==> config.mk <==
export PLATFORM = sky130hd
export DESIGN_NAME = noc_m1_ni_wr
export DESIGN_NICKNAME = d
export VERILOG_FILES = /design/src/rtl/noc_ni_pkg.sv /design/src/rtl/noc_flit_out_reg.sv /design/src/rtl/noc_m1_ni_wr.sv
export SDC_FILE = /design/constraint.sdc
export NUM_CORES = 1
export LEC_CHECK = 0
export ABC_AREA = 1
export ABC_CLOCK_PERIOD_IN_PS = 2000
export CAP_MARGIN = 20
export CORE_ASPECT_RATIO = 1.4
export CORE_MARGIN = 2
export CORE_UTILIZATION = 43
export CTS_CLUSTER_DIAMETER = 40
export CTS_CLUSTER_SIZE = 14
export DETAILED_ROUTE_END_ITERATION = 7
export MAX_ROUTING_LAYER = met4
export PLACE_DENSITY = 0.8
export SYNTH_ARGS = -nofsm -noshare
export SYNTH_HDL_FRONTEND = slang
export SYNTH_HIERARCHICAL = 1
export SYNTH_SLANG_ARGS = --single-unit
export TNS_END_PERCENT = 20
==> constraint.sdc <==
create_clock -name ACLK -period 2 [get_ports ACLK]
set_input_delay 0.2 -clock ACLK [delete_from_list [all_inputs] [get_ports ACLK]]
set_output_delay 0.2 -clock ACLK [all_outputs]
set_load 0.01 [all_outputs]
==> src/rtl/noc_ni_pkg.sv <==
// Shared types and constants for the NoC network-interface write/read paths.
package noc_ni_pkg;

   localparam int unsigned ID_W        = 4;
   localparam int unsigned LEN_W       = 4;
   localparam int unsigned SIZE_W      = 3;
   localparam int unsigned BURST_W     = 2;
   localparam int unsigned SRC_W       = 4;
   localparam int unsigned DATA_W      = 32;
   localparam int unsigned STRB_W      = 4;
   // Decodable addresses fit in 28 bits, so the header only carries those.
   localparam int unsigned HDR_ADDR_W  = 28;
   localparam int unsigned FLIT_BASE_W = 48;

   localparam logic [1:0] FLIT_HDR    = 2'b01;
   localparam logic [1:0] FLIT_DATA   = 2'b10;

   localparam logic [1:0] RESP_OKAY   = 2'b00;
   localparam logic [1:0] RESP_SLVERR = 2'b10;
   localparam logic [1:0] RESP_DECERR = 2'b11;

   typedef enum logic [2:0] {
      IDLE  = 3'd0,
      HDR   = 3'd1,
      DATA  = 3'd2,
      DRAIN = 3'd3,
      RESP  = 3'd4
   } wr_state_t;

   typedef struct packed {
      logic [1:0]            ftype;
      logic [SRC_W-1:0]      src;
      logic [ID_W-1:0]       id;
      logic [LEN_W-1:0]      len;
      logic [SIZE_W-1:0]     size;
      logic [BURST_W-1:0]    burst;
      logic [HDR_ADDR_W-1:0] addr;
      logic                  pad;
   } hdr_flit_t;

   typedef struct packed {
      logic [1:0]        ftype;
      logic              last;
      logic [STRB_W-1:0] strb;
      logic [8:0]        rsvd;
      logic [DATA_W-1:0] data;
   } data_flit_t;

endpackage

==> src/rtl/noc_flit_out_reg.sv <==
// One-entry valid/ready output register feeding a router injection port.
module noc_flit_out_reg #(
   parameter int unsigned W = 48
) (
   input  logic         ACLK,
   input  logic         ARESET,
   input  logic         load,
   input  logic [W-1:0] load_data,
   input  logic         ready,
   output logic         valid,
   output logic [W-1:0] data
);

   // Load wins over drain so a new flit can replace one accepted this cycle.
   always_ff @(posedge ACLK or posedge ARESET) begin
      if (ARESET) begin
         valid <= 1'b0;
         data  <= '0;
      end else if (load) begin
         valid <= 1'b1;
         data  <= load_data;
      end else if (ready) begin
         valid <= 1'b0;
      end
   end

endmodule

==> src/rtl/noc_m1_ni_wr.sv <==
// Write-path NI for master M1: AXI4 write slave to header + data flits, returns B.
module noc_m1_ni_wr #(
   parameter logic [31:0] ADDR_MAX = 32'h0FFF_FFFF,
   parameter int unsigned FLIT_W   = 48,
   parameter logic [3:0]  SRC_ID   = 4'd1
) (
   input  logic              ACLK,
   input  logic              ARESET,
   input  logic              M1_AWVALID,
   output logic              M1_AWREADY,
   input  logic [31:0]       M1_AWADDR,
   input  logic [3:0]        M1_AWID,
   input  logic [3:0]        M1_AWLEN,
   input  logic [2:0]        M1_AWSIZE,
   input  logic [1:0]        M1_AWBURST,
   input  logic              M1_WVALID,
   output logic              M1_WREADY,
   input  logic [31:0]       M1_WDATA,
   input  logic [3:0]        M1_WSTRB,
   input  logic              M1_WLAST,
   output logic              M1_BVALID,
   input  logic              M1_BREADY,
   output logic [1:0]        M1_BRESP,
   output logic [3:0]        M1_BID,
   output logic              FLIT_VALID,
   input  logic              FLIT_READY,
   output logic [FLIT_W-1:0] FLIT_DATA
);
   import noc_ni_pkg::*;

   // Flits are left-aligned so the type code is always in the top two bits.
   localparam int unsigned FLIT_PAD = FLIT_W - FLIT_BASE_W;

   wr_state_t         state;
   logic              awready_q;
   logic              bvalid_q;
   logic [1:0]        bresp_q;
   logic [ID_W-1:0]   bid_q;
   logic [ID_W-1:0]   id_q;
   logic [LEN_W-1:0]  len_q;
   logic [LEN_W-1:0]  beat_cnt;
   logic              err_q;
   logic              last_sent;

   logic              aw_hs;
   logic              dec_fail;
   logic              w_hs;
   logic              beat_last;
   logic              flit_acc;
   logic              flit_load;
   logic [FLIT_W-1:0] flit_load_data;
   hdr_flit_t         hdr_flit;
   data_flit_t        dat_flit;

   assign aw_hs      = (state == IDLE) && awready_q && M1_AWVALID;
   assign dec_fail   = M1_AWADDR > ADDR_MAX;
   assign w_hs       = M1_WVALID && M1_WREADY;
   assign beat_last  = beat_cnt == len_q;
   assign flit_acc   = FLIT_VALID && FLIT_READY;

   assign M1_AWREADY = awready_q;
   assign M1_BVALID  = bvalid_q;
   assign M1_BRESP   = bresp_q;
   assign M1_BID     = bid_q;

   // W acceptance: gated by the flit register in DATA, free-running in DRAIN.
   always_comb begin
      M1_WREADY = 1'b0;
      case (state)
         DATA:    M1_WREADY = !last_sent && (!FLIT_VALID || FLIT_READY);
         DRAIN:   M1_WREADY = 1'b1;
         default: M1_WREADY = 1'b0;
      endcase
   end

   // Header comes straight from the AW inputs so it is valid the cycle after AW.
   always_comb begin
      hdr_flit       = '0;
      hdr_flit.ftype = FLIT_HDR;
      hdr_flit.src   = SRC_ID;
      hdr_flit.id    = M1_AWID;
      hdr_flit.len   = M1_AWLEN;
      hdr_flit.size  = M1_AWSIZE;
      hdr_flit.burst = M1_AWBURST;
      hdr_flit.addr  = M1_AWADDR[HDR_ADDR_W-1:0];
      hdr_flit.pad   = 1'b0;

      dat_flit       = '0;
      dat_flit.ftype = noc_ni_pkg::FLIT_DATA;
      dat_flit.last  = beat_last;
      dat_flit.strb  = M1_WSTRB;
      dat_flit.rsvd  = 9'd0;
      dat_flit.data  = M1_WDATA;

      flit_load      = (aw_hs && !dec_fail) || ((state == DATA) && w_hs);
      flit_load_data = aw_hs ? (FLIT_W'(hdr_flit) << FLIT_PAD)
                             : (FLIT_W'(dat_flit) << FLIT_PAD);
   end

   noc_flit_out_reg #(.W(FLIT_W)) u_flit_out (
      .ACLK      (ACLK),
      .ARESET    (ARESET),
      .load      (flit_load),
      .load_data (flit_load_data),
      .ready     (FLIT_READY),
      .valid     (FLIT_VALID),
      .data      (FLIT_DATA)
   );

   // Burst sequencing: one outstanding write, beat counting, B generation.
   always_ff @(posedge ACLK or posedge ARESET) begin
      if (ARESET) begin
         state     <= IDLE;
         awready_q <= 1'b0;
         bvalid_q  <= 1'b0;
         bresp_q   <= RESP_OKAY;
         bid_q     <= '0;
         id_q      <= '0;
         len_q     <= '0;
         beat_cnt  <= '0;
         err_q     <= 1'b0;
         last_sent <= 1'b0;
      end else begin
         case (state)
            IDLE: begin
               awready_q <= 1'b1;
               if (aw_hs) begin
                  awready_q <= 1'b0;
                  id_q      <= M1_AWID;
                  len_q     <= M1_AWLEN;
                  beat_cnt  <= '0;
                  err_q     <= 1'b0;
                  last_sent <= 1'b0;
                  state     <= dec_fail ? DRAIN : HDR;
               end
            end
            HDR: begin
               if (flit_acc) state <= DATA;
            end
            DATA: begin
               if (w_hs) begin
                  if (M1_WLAST != beat_last) err_q <= 1'b1;
                  if (beat_last) last_sent <= 1'b1;
                  else           beat_cnt  <= beat_cnt + LEN_W'(1);
               end
               // No loads after the last beat, so this acceptance is the tail flit.
               if (last_sent && flit_acc) begin
                  state    <= RESP;
                  bvalid_q <= 1'b1;
                  bid_q    <= id_q;
                  bresp_q  <= err_q ? RESP_SLVERR : RESP_OKAY;
               end
            end
            DRAIN: begin
               if (w_hs) begin
                  if (beat_last) begin
                     state    <= RESP;
                     bvalid_q <= 1'b1;
                     bid_q    <= id_q;
                     bresp_q  <= RESP_DECERR;
                  end else begin
                     beat_cnt <= beat_cnt + LEN_W'(1);
                  end
               end
            end
            RESP: begin
               if (M1_BREADY) begin
                  bvalid_q  <= 1'b0;
                  awready_q <= 1'b1;
                  state     <= IDLE;
               end
            end
            default: state <= IDLE;
         endcase
      end
   end

endmodule
**After elaboration in Yosys (flattened, before gate mapping)**

Cells that the tools add are included.

- Register bits after elaboration: 74
- Output and inout bits: 58
- Logic and storage cells: 98
- Input bits: 88

- Reduce and logical (&&, ||, !) cells: 29
- Equality and inequality tests: 17
- Mux-type cells: 38
- $add $sub $neg: 1
- $lt $le $gt $ge: 1

Operators with widths:

| cell | number |
|---|---|
| two-way mux 48 bit | 1 |
| greater-than comparator 32 x 28 -> 1 bit (second input constant) | 1 |
| two-way mux 4 bit | 6 |
| two-way mux 3 bit | 6 |
| != test 2 bit (second input constant) | 8 |
| one-hot mux 4 bit (2 select lines) | 2 |
| AND reduction 4 bit | 4 |
| one-hot mux 3 bit (5 select lines) | 1 |
| two-way mux 1 bit | 11 |
| two-way mux 2 bit | 5 |
| nonzero test 2 bit | 5 |
| logical AND 1 bit | 8 |
| one-hot mux 1 bit (2 select lines) | 4 |
| equality test 3 x 2 -> 1 bit (second input constant) | 2 |
| != test 2 x 1 -> 1 bit (second input constant) | 3 |
| AND reduction 6 bit | 1 |
| AND reduction 5 bit | 1 |
| adder 4 x 1 -> 4 bit (second input constant) | 1 |
| equality test 4 bit | 1 |
| one-hot mux 2 bit (2 select lines) | 1 |
| AND reduction 2 bit | 2 |
| equality test 3 x 1 -> 1 bit (second input constant) | 1 |
| equality test 3 bit (second input constant) | 1 |
| logical NOT 1 bit | 3 |
| 6 further kinds | 7 |

**Logic depth before layout (Yosys ltp)**

- Depth after elaboration: 8
- Gate-level depth with buffers: 10
- Mapped depth without buffers: 9

**Cells and area by module**

The synthesis kept the hierarchy.

By module, submodules not included:

| module | instances | cells an instance | area an instance (µm²) |
|---|---|---|---|
| noc_flit_out_reg | 1 | 208 | 1845.5 |
| noc_m1_ni_wr | 1 | 287 | 1754.2 |

**Worst setup path before layout**

Ideal clock, no wire load.

- Kind: register to register
- Start point: register state[0]
- End point: register u_flit_out.data[29]
- Library setup time: 0.117 ns
- Data required time: 1.883 ns
- Stages on the path, launching flop included: 10
- Slack: 0.149 ns
- Data arrival time: 1.735 ns
- Path through: dfrtp_1 nor2_1 nand4_2 buf_4 o21ai_0 inv_2 buf_4 buf_2 nand2_1 nand2_1

- Longest elaborated chain between the ends: 5
- Elaborated cells between the ends (all ways): 11

RTL lines:

| element | RTL line | RTL |
|---|---|---|
| start, declared | noc_m1_ni_wr.sv:34 | `wr_state_t state;` |
| start signal, assigned | noc_m1_ni_wr.sv:134 | `state <= dec_fail ? DRAIN : HDR;` |
| equality test 3 x 2 -> 1 bit (tied with other cells) | noc_m1_ni_wr.sv:69 | `case (state)` |
| one-hot mux 1 bit (2 select lines) or logical AND 1 bit (tied branches) | noc_m1_ni_wr.sv:69, noc_m1_ni_wr.sv:55 |  |
| logical AND 1 bit, on equally long branches | noc_m1_ni_wr.sv:57, noc_m1_ni_wr.sv:55 |  |
| logical AND 1 bit | noc_m1_ni_wr.sv:95 | `flit_load = (aw_hs && !dec_fail) \|\| ((state == DATA) && w_hs);` |
| logical OR 1 bit (*) | noc_m1_ni_wr.sv:95 |  |
| net flit_load | noc_m1_ni_wr.sv:50 | `logic flit_load;` |
| end signal, assigned | noc_flit_out_reg.sv:21 | `data <= load_data;` |
| end, declared | noc_flit_out_reg.sv:11 | `output logic [W-1:0] data` |

Mark *: on every way through the listed nets, which the timed path passes. The rest lies on a longest branch.
A chain may end at the register's enable or synchronous reset.

**Worst setup path in the final report**

- Start point: register state[0]
- End point: register u_flit_out.data[15]

The elaborated chain is that of the path after synthesis.

==> report_table.html <==
<table>
<tr><th>Metric</th><th>Value</th></tr>
<tr><th colspan="2">Worst setup path</th></tr>
<tr><td>CP Launch Type</td><td>register</td></tr>
<tr><td>Data arrival time of the critical path</td><td>1.86 ns</td></tr>
<tr><td>Largest driver fanout on the critical path</td><td>31</td></tr>
<tr><td>Endpoint type of the worst setup path</td><td>register</td></tr>
<tr><td>Slowest cell on the critical path</td><td>sky130_fd_sc_hd__dfrtp_1</td></tr>
<tr><td>Largest stage delay on the critical path</td><td>0.45 ns</td></tr>
<tr><td>Most common cell on crit path</td><td>sky130_fd_sc_hd__nand2_1</td></tr>
<tr><td>Worst path required time</td><td>2.21 ns</td></tr>
<tr><td>Worst reg-to-reg setup slack</td><td>0.35 ns</td></tr>
<tr><td>Crit path cell chain</td><td>nor2_1, nand4_2, o21ai_4, inv_2, buf_4, nand2_1, nand2_1</td></tr>
<tr><td>Crit Path Category</td><td>reg -&gt; reg</td></tr>
<tr><th colspan="2">Synthesis</th></tr>
<tr><td>Number of synthesized register bits</td><td>74</td></tr>
<tr><td>Cells taking the most area after synthesis</td><td>sky130_fd_sc_hd__dfrtp_1, sky130_fd_sc_hd__nand2_1, sky130_fd_sc_hd__inv_1, sky130_fd_sc_hd__nand3_1, sky130_fd_sc_hd__nor2_1</td></tr>
<tr><td>Adder-cell area share of the yosys netlist</td><td>0.3476%</td></tr>
<tr><td>Most frequent cell after synthesis</td><td>sky130_fd_sc_hd__nand2_1</td></tr>
<tr><td>Count of flip-flops with a built-in enable after synthesis</td><td>0</td></tr>
<tr><td>Cell taking the most area after synthesis</td><td>sky130_fd_sc_hd__dfrtp_1</td></tr>
<tr><td>Area fraction in compound gates after synthesis</td><td>2.815%</td></tr>
<tr><td>Synthesized-area fraction occupied by and/or/nand/nor cells</td><td>37.96%</td></tr>
<tr><td>Post-synthesis cell type count</td><td>26</td></tr>
<tr><td>Async SR Flop Fraction</td><td>100.0%</td></tr>
<tr><td>Synthesized net count</td><td>584</td></tr>
<tr><td>Leading post-synthesis cells by instance count</td><td>sky130_fd_sc_hd__nand2_1, sky130_fd_sc_hd__dfrtp_1, sky130_fd_sc_hd__inv_1</td></tr>
<tr><td>Gate count after technology mapping</td><td>495</td></tr>
<tr><td>Total standard cell area after synthesis</td><td>0.003600 mm²</td></tr>
<tr><td>Mux cell area share after synthesis</td><td>0%</td></tr>
<tr><td>Xor/xnor cell area share of the yosys netlist</td><td>0.4866%</td></tr>
<tr><td>Main combinational cell family by area after synthesis</td><td>simple AND/OR/NAND/NOR gates</td></tr>
<tr><td>Average cell area after synthesis</td><td>7.272 µm²</td></tr>
<tr><td>Post-synth top flop</td><td>sky130_fd_sc_hd__dfrtp_1</td></tr>
<tr><td>Warnings from Yosys</td><td>6</td></tr>
<tr><td>Sequential-to-total area share from yosys stat</td><td>51.44%</td></tr>
<tr><td>Top-area cell type share of the netlist area</td><td>51.44%</td></tr>
<tr><th colspan="2">Pwr</th></tr>
<tr><td>Leakage power</td><td>2.881 nW</td></tr>
<tr><td>Pwr Total</td><td>7.780 mW</td></tr>
<tr><td>Cell area power density</td><td>1419 mW/mm²</td></tr>
<tr><td>Highest ir drop seen on vdd</td><td>0.0006408 V</td></tr>
<tr><th colspan="2">GRT</th></tr>
<tr><td>Overall track demand over capacity in global routing</td><td>23.08%</td></tr>
<tr><td>Maximum number of pins on one net before global-route repair</td><td>49</td></tr>
<tr><td>Most congested layer reported by global routing</td><td>met2</td></tr>
<tr><td>Initial antenna violation count</td><td>0</td></tr>
<tr><td>First-pass GRT wire length</td><td>15.77 mm</td></tr>
<tr><td>Met1 routing resource usage after global routing</td><td>23.82%</td></tr>
<tr><td>Number of global-route vias before repair</td><td>3493</td></tr>
<tr><td>Congestion Overflow GR</td><td>0</td></tr>
<tr><td>M3 GR Usage</td><td>5.386%</td></tr>
<tr><td>Met2 layer usage reported by global route</td><td>40.71%</td></tr>
<tr><th colspan="2">Timing</th></tr>
<tr><td>Crit share post-route</td><td>82.61%</td></tr>
<tr><td>Layout Skew</td><td>0.004467 ns</td></tr>
<tr><td>Slew @ Worst Pin</td><td>0.4565 ns</td></tr>
<tr><td>Count of pins over their slew limit</td><td>0</td></tr>
<tr><td>Unrepaired setup endpoints after global routing</td><td>false</td></tr>
<tr><td>Total of endpoints with negative setup slack in the final report</td><td>0</td></tr>
<tr><td>Total Neg Setup Slack</td><td>0 ns</td></tr>
<tr><td>Worst hold margin</td><td>0.2294 ns</td></tr>
<tr><td>Final hold vios</td><td>0</td></tr>
<tr><td>Fin crit period</td><td>1.652 ns</td></tr>
<tr><td>Peak Freq</td><td>605.2 MHz</td></tr>
<tr><td>Worst slew margin</td><td>69.52%</td></tr>
<tr><th colspan="2">Run</th></tr>
<tr><td># Max-Cap Violations</td><td>0</td></tr>
<tr><th colspan="2">Finish</th></tr>
<tr><td>Share of cells above drive strength 1</td><td>6.202%</td></tr>
<tr><td>ANT cells</td><td>0</td></tr>
<tr><td>Growth of design area from synthesis to finish</td><td>52.35%</td></tr>
<tr><td>Final instance area</td><td>0.005484 mm²</td></tr>
<tr><td>Layout net count</td><td>729</td></tr>
<tr><th colspan="2">Detailed routing</th></tr>
<tr><td>Routed vias/inst</td><td>4.746</td></tr>
<tr><td>Number of design rule violations left after detail routing</td><td>0</td></tr>
<tr><td>Detail-routed net length per standard cell</td><td>13.01 µm</td></tr>
<tr><td>Number of search-and-repair iterations in the first detailed-routing pass</td><td>4</td></tr>
<tr><td>Routed wire length</td><td>9.719 mm</td></tr>
<tr><td>Number of nets with antenna violations after detailed routing</td><td>0</td></tr>
<tr><td>Detailed-route via count</td><td>3545</td></tr>
<tr><td>Iteration-0 DRC Markers</td><td>205</td></tr>
<tr><th colspan="2">Clocking</th></tr>
<tr><td>Clock sink total</td><td>74</td></tr>
<tr><td>Number of buffers created by CTS</td><td>9</td></tr>
<tr><td>Max H-tree Level</td><td>3</td></tr>
<tr><td>Root buf cell</td><td>sky130_fd_sc_hd__clkbuf_16</td></tr>
<tr><td>Clock latency on the worst-skew pair</td><td>0.32 ns</td></tr>
<tr><td>TritonCTS clock tree</td><td>yes</td></tr>
<tr><td>Max Buffers Root-to-Sink</td><td>2</td></tr>
<tr><td>Clock-pin slew reported for the worst setup and hold paths after clock tree synthesis</td><td>0.06 ns</td></tr>
<tr><td>Cts hold-fix bufs</td><td>0</td></tr>
<tr><th colspan="2">Place</th></tr>
<tr><td>Number of port buffers</td><td>145</td></tr>
<tr><td>Placed wire-length estimate after detailed placement</td><td>7.303 mm</td></tr>
<tr><td>Routability Congestion</td><td>0.8043</td></tr>
<tr><td>Placement-stage cell area</td><td>0.005164 mm²</td></tr>
<tr><th colspan="2">Floorplan</th></tr>
<tr><td>Std cell rows</td><td>39</td></tr>
<tr><td>Overall die area</td><td>0.009130 mm²</td></tr>
<tr><td>Starting density of the core</td><td>44.17%</td></tr>
<tr><td>DIE HEIGHT</td><td>112.3 µm</td></tr>
<tr><td>Width of the die</td><td>81.33 µm</td></tr>
<tr><td>Number of ports placed on the die boundary</td><td>146</td></tr>
<tr><td>Area of the core region</td><td>0.008149 mm²</td></tr>
<tr><th colspan="2">Hold path</th></tr>
<tr><td>Class of the tightest hold or removal check</td><td>in -&gt; async</td></tr>
<tr><th colspan="2">Run status</th></tr>
<tr><td>Outcome</td><td>completed</td></tr>
</table>
[per-layer routing]
| metal | vias up | wire length [µm] | share of wire (%) |
|---|---|---|---|
| li1 | 1775 | - | - |
| met1 | 1638 | 3557 | 37 |
| met2 | 116 | 5406 | 56 |
| met3 | 16 | 538 | 5.5 |
| met4 | 0 | 216 | 2.2 |
| met5 | - | 0 | 0 |
[flip-flops by register name, summed over array words and instances, names as in the netlist, 2 cells and up]
| signal | flops |
|---|---|
| M1_BRESP | 2 |
| len_q | 4 |
| u_flit_out/data | 48 |
| M1_BID | 4 |
| id_q | 4 |
| state | 3 |
| beat_cnt | 4 |
[power by group]
group / switching (mW) / internal (mW)
registers: 0.414 / 2.16
clock network: 0.584 / 1.10
logic: 1.86 / 1.66
[metrics by stage]
step	worst slack (ns)	cells	utilization [%]
2_1_floorplan	0.1488	495	-
3_3_place_gp	0.1928	731	63.37
3_5_place_dp	0.1698	731	63.37
4_1_cts	0.03354	747	67.27
5_1_grt	0.2204	747	67.30
6_report	0.3478	747	67.30
[logic make-up after synthesis]
kind of cell,count (synthesis)
compound gates,17
fa+ha+maj,1
xor+xnor,2
buf+inv,55
simple gates,346
flops,74
[final timing paths]
path / end / start / depth (start not counted)
worst max-delay path: u_flit_out/data[15] / state[0] / 7
worst min-delay path: u_flit_out/data[38] / ARESET / 2
worst max register to register: u_flit_out/data[15] / state[0] / 7
worst min register to register: u_flit_out/data[33] / u_flit_out/data[33] / 2
max in group asynchronous: u_flit_out/data[19] / ARESET / 3
min in group ACLK: u_flit_out/data[33] / u_flit_out/data[33] / 2
[cell type report]
| class | count | area, µm² |
|---|---|---|
| clock buffers | 15 | 287.8 |
| clock inverters | 1 | 30.03 |
| fillers | 691 | 2665 |
| inverters | 35 | 131.4 |
| multi-input cells | 366 | 1509 |
| flip-flops and latches | 74 | 1852 |
| well taps | 102 | 127.6 |
| repair buffers | 154 | 1546 |
[layout by cell type (no fill, tap or decap), types with 4 or more instances in the layout]
master and n:
sky130_fd_sc_hd__inv_1 29, sky130_fd_sc_hd__clkbuf_8 4, sky130_fd_sc_hd__inv_2 5, sky130_fd_sc_hd__a21oi_1 5, sky130_fd_sc_hd__nand2_1 300, sky130_fd_sc_hd__nor2_1 15, sky130_fd_sc_hd__clkbuf_16 9, sky130_fd_sc_hd__nor2_2 5
sky130_fd_sc_hd__buf_4 7, sky130_fd_sc_hd__nand3_1 19, sky130_fd_sc_hd__o21ai_0 5, sky130_fd_sc_hd__dfrtp_1 74, sky130_fd_sc_hd__o21bai_1 4, sky130_fd_sc_hd__clkdlybuf4s50_1 144
[critical path, delay by kind of cell, from the launching register on]
family | cells | cell delay [ns]
compound gates | 1 | 0.24
buf+inv | 2 | 0.28
flops | 1 | 0.45
simple gates | 4 | 0.55
[timing repair]
item                       in CTS  in global routing
setup endpoints to repair       0                  1
setup buffers                   0                  0
gates resized for setup         0                  1
Note: power is estimated with default switching activity, not from simulation.
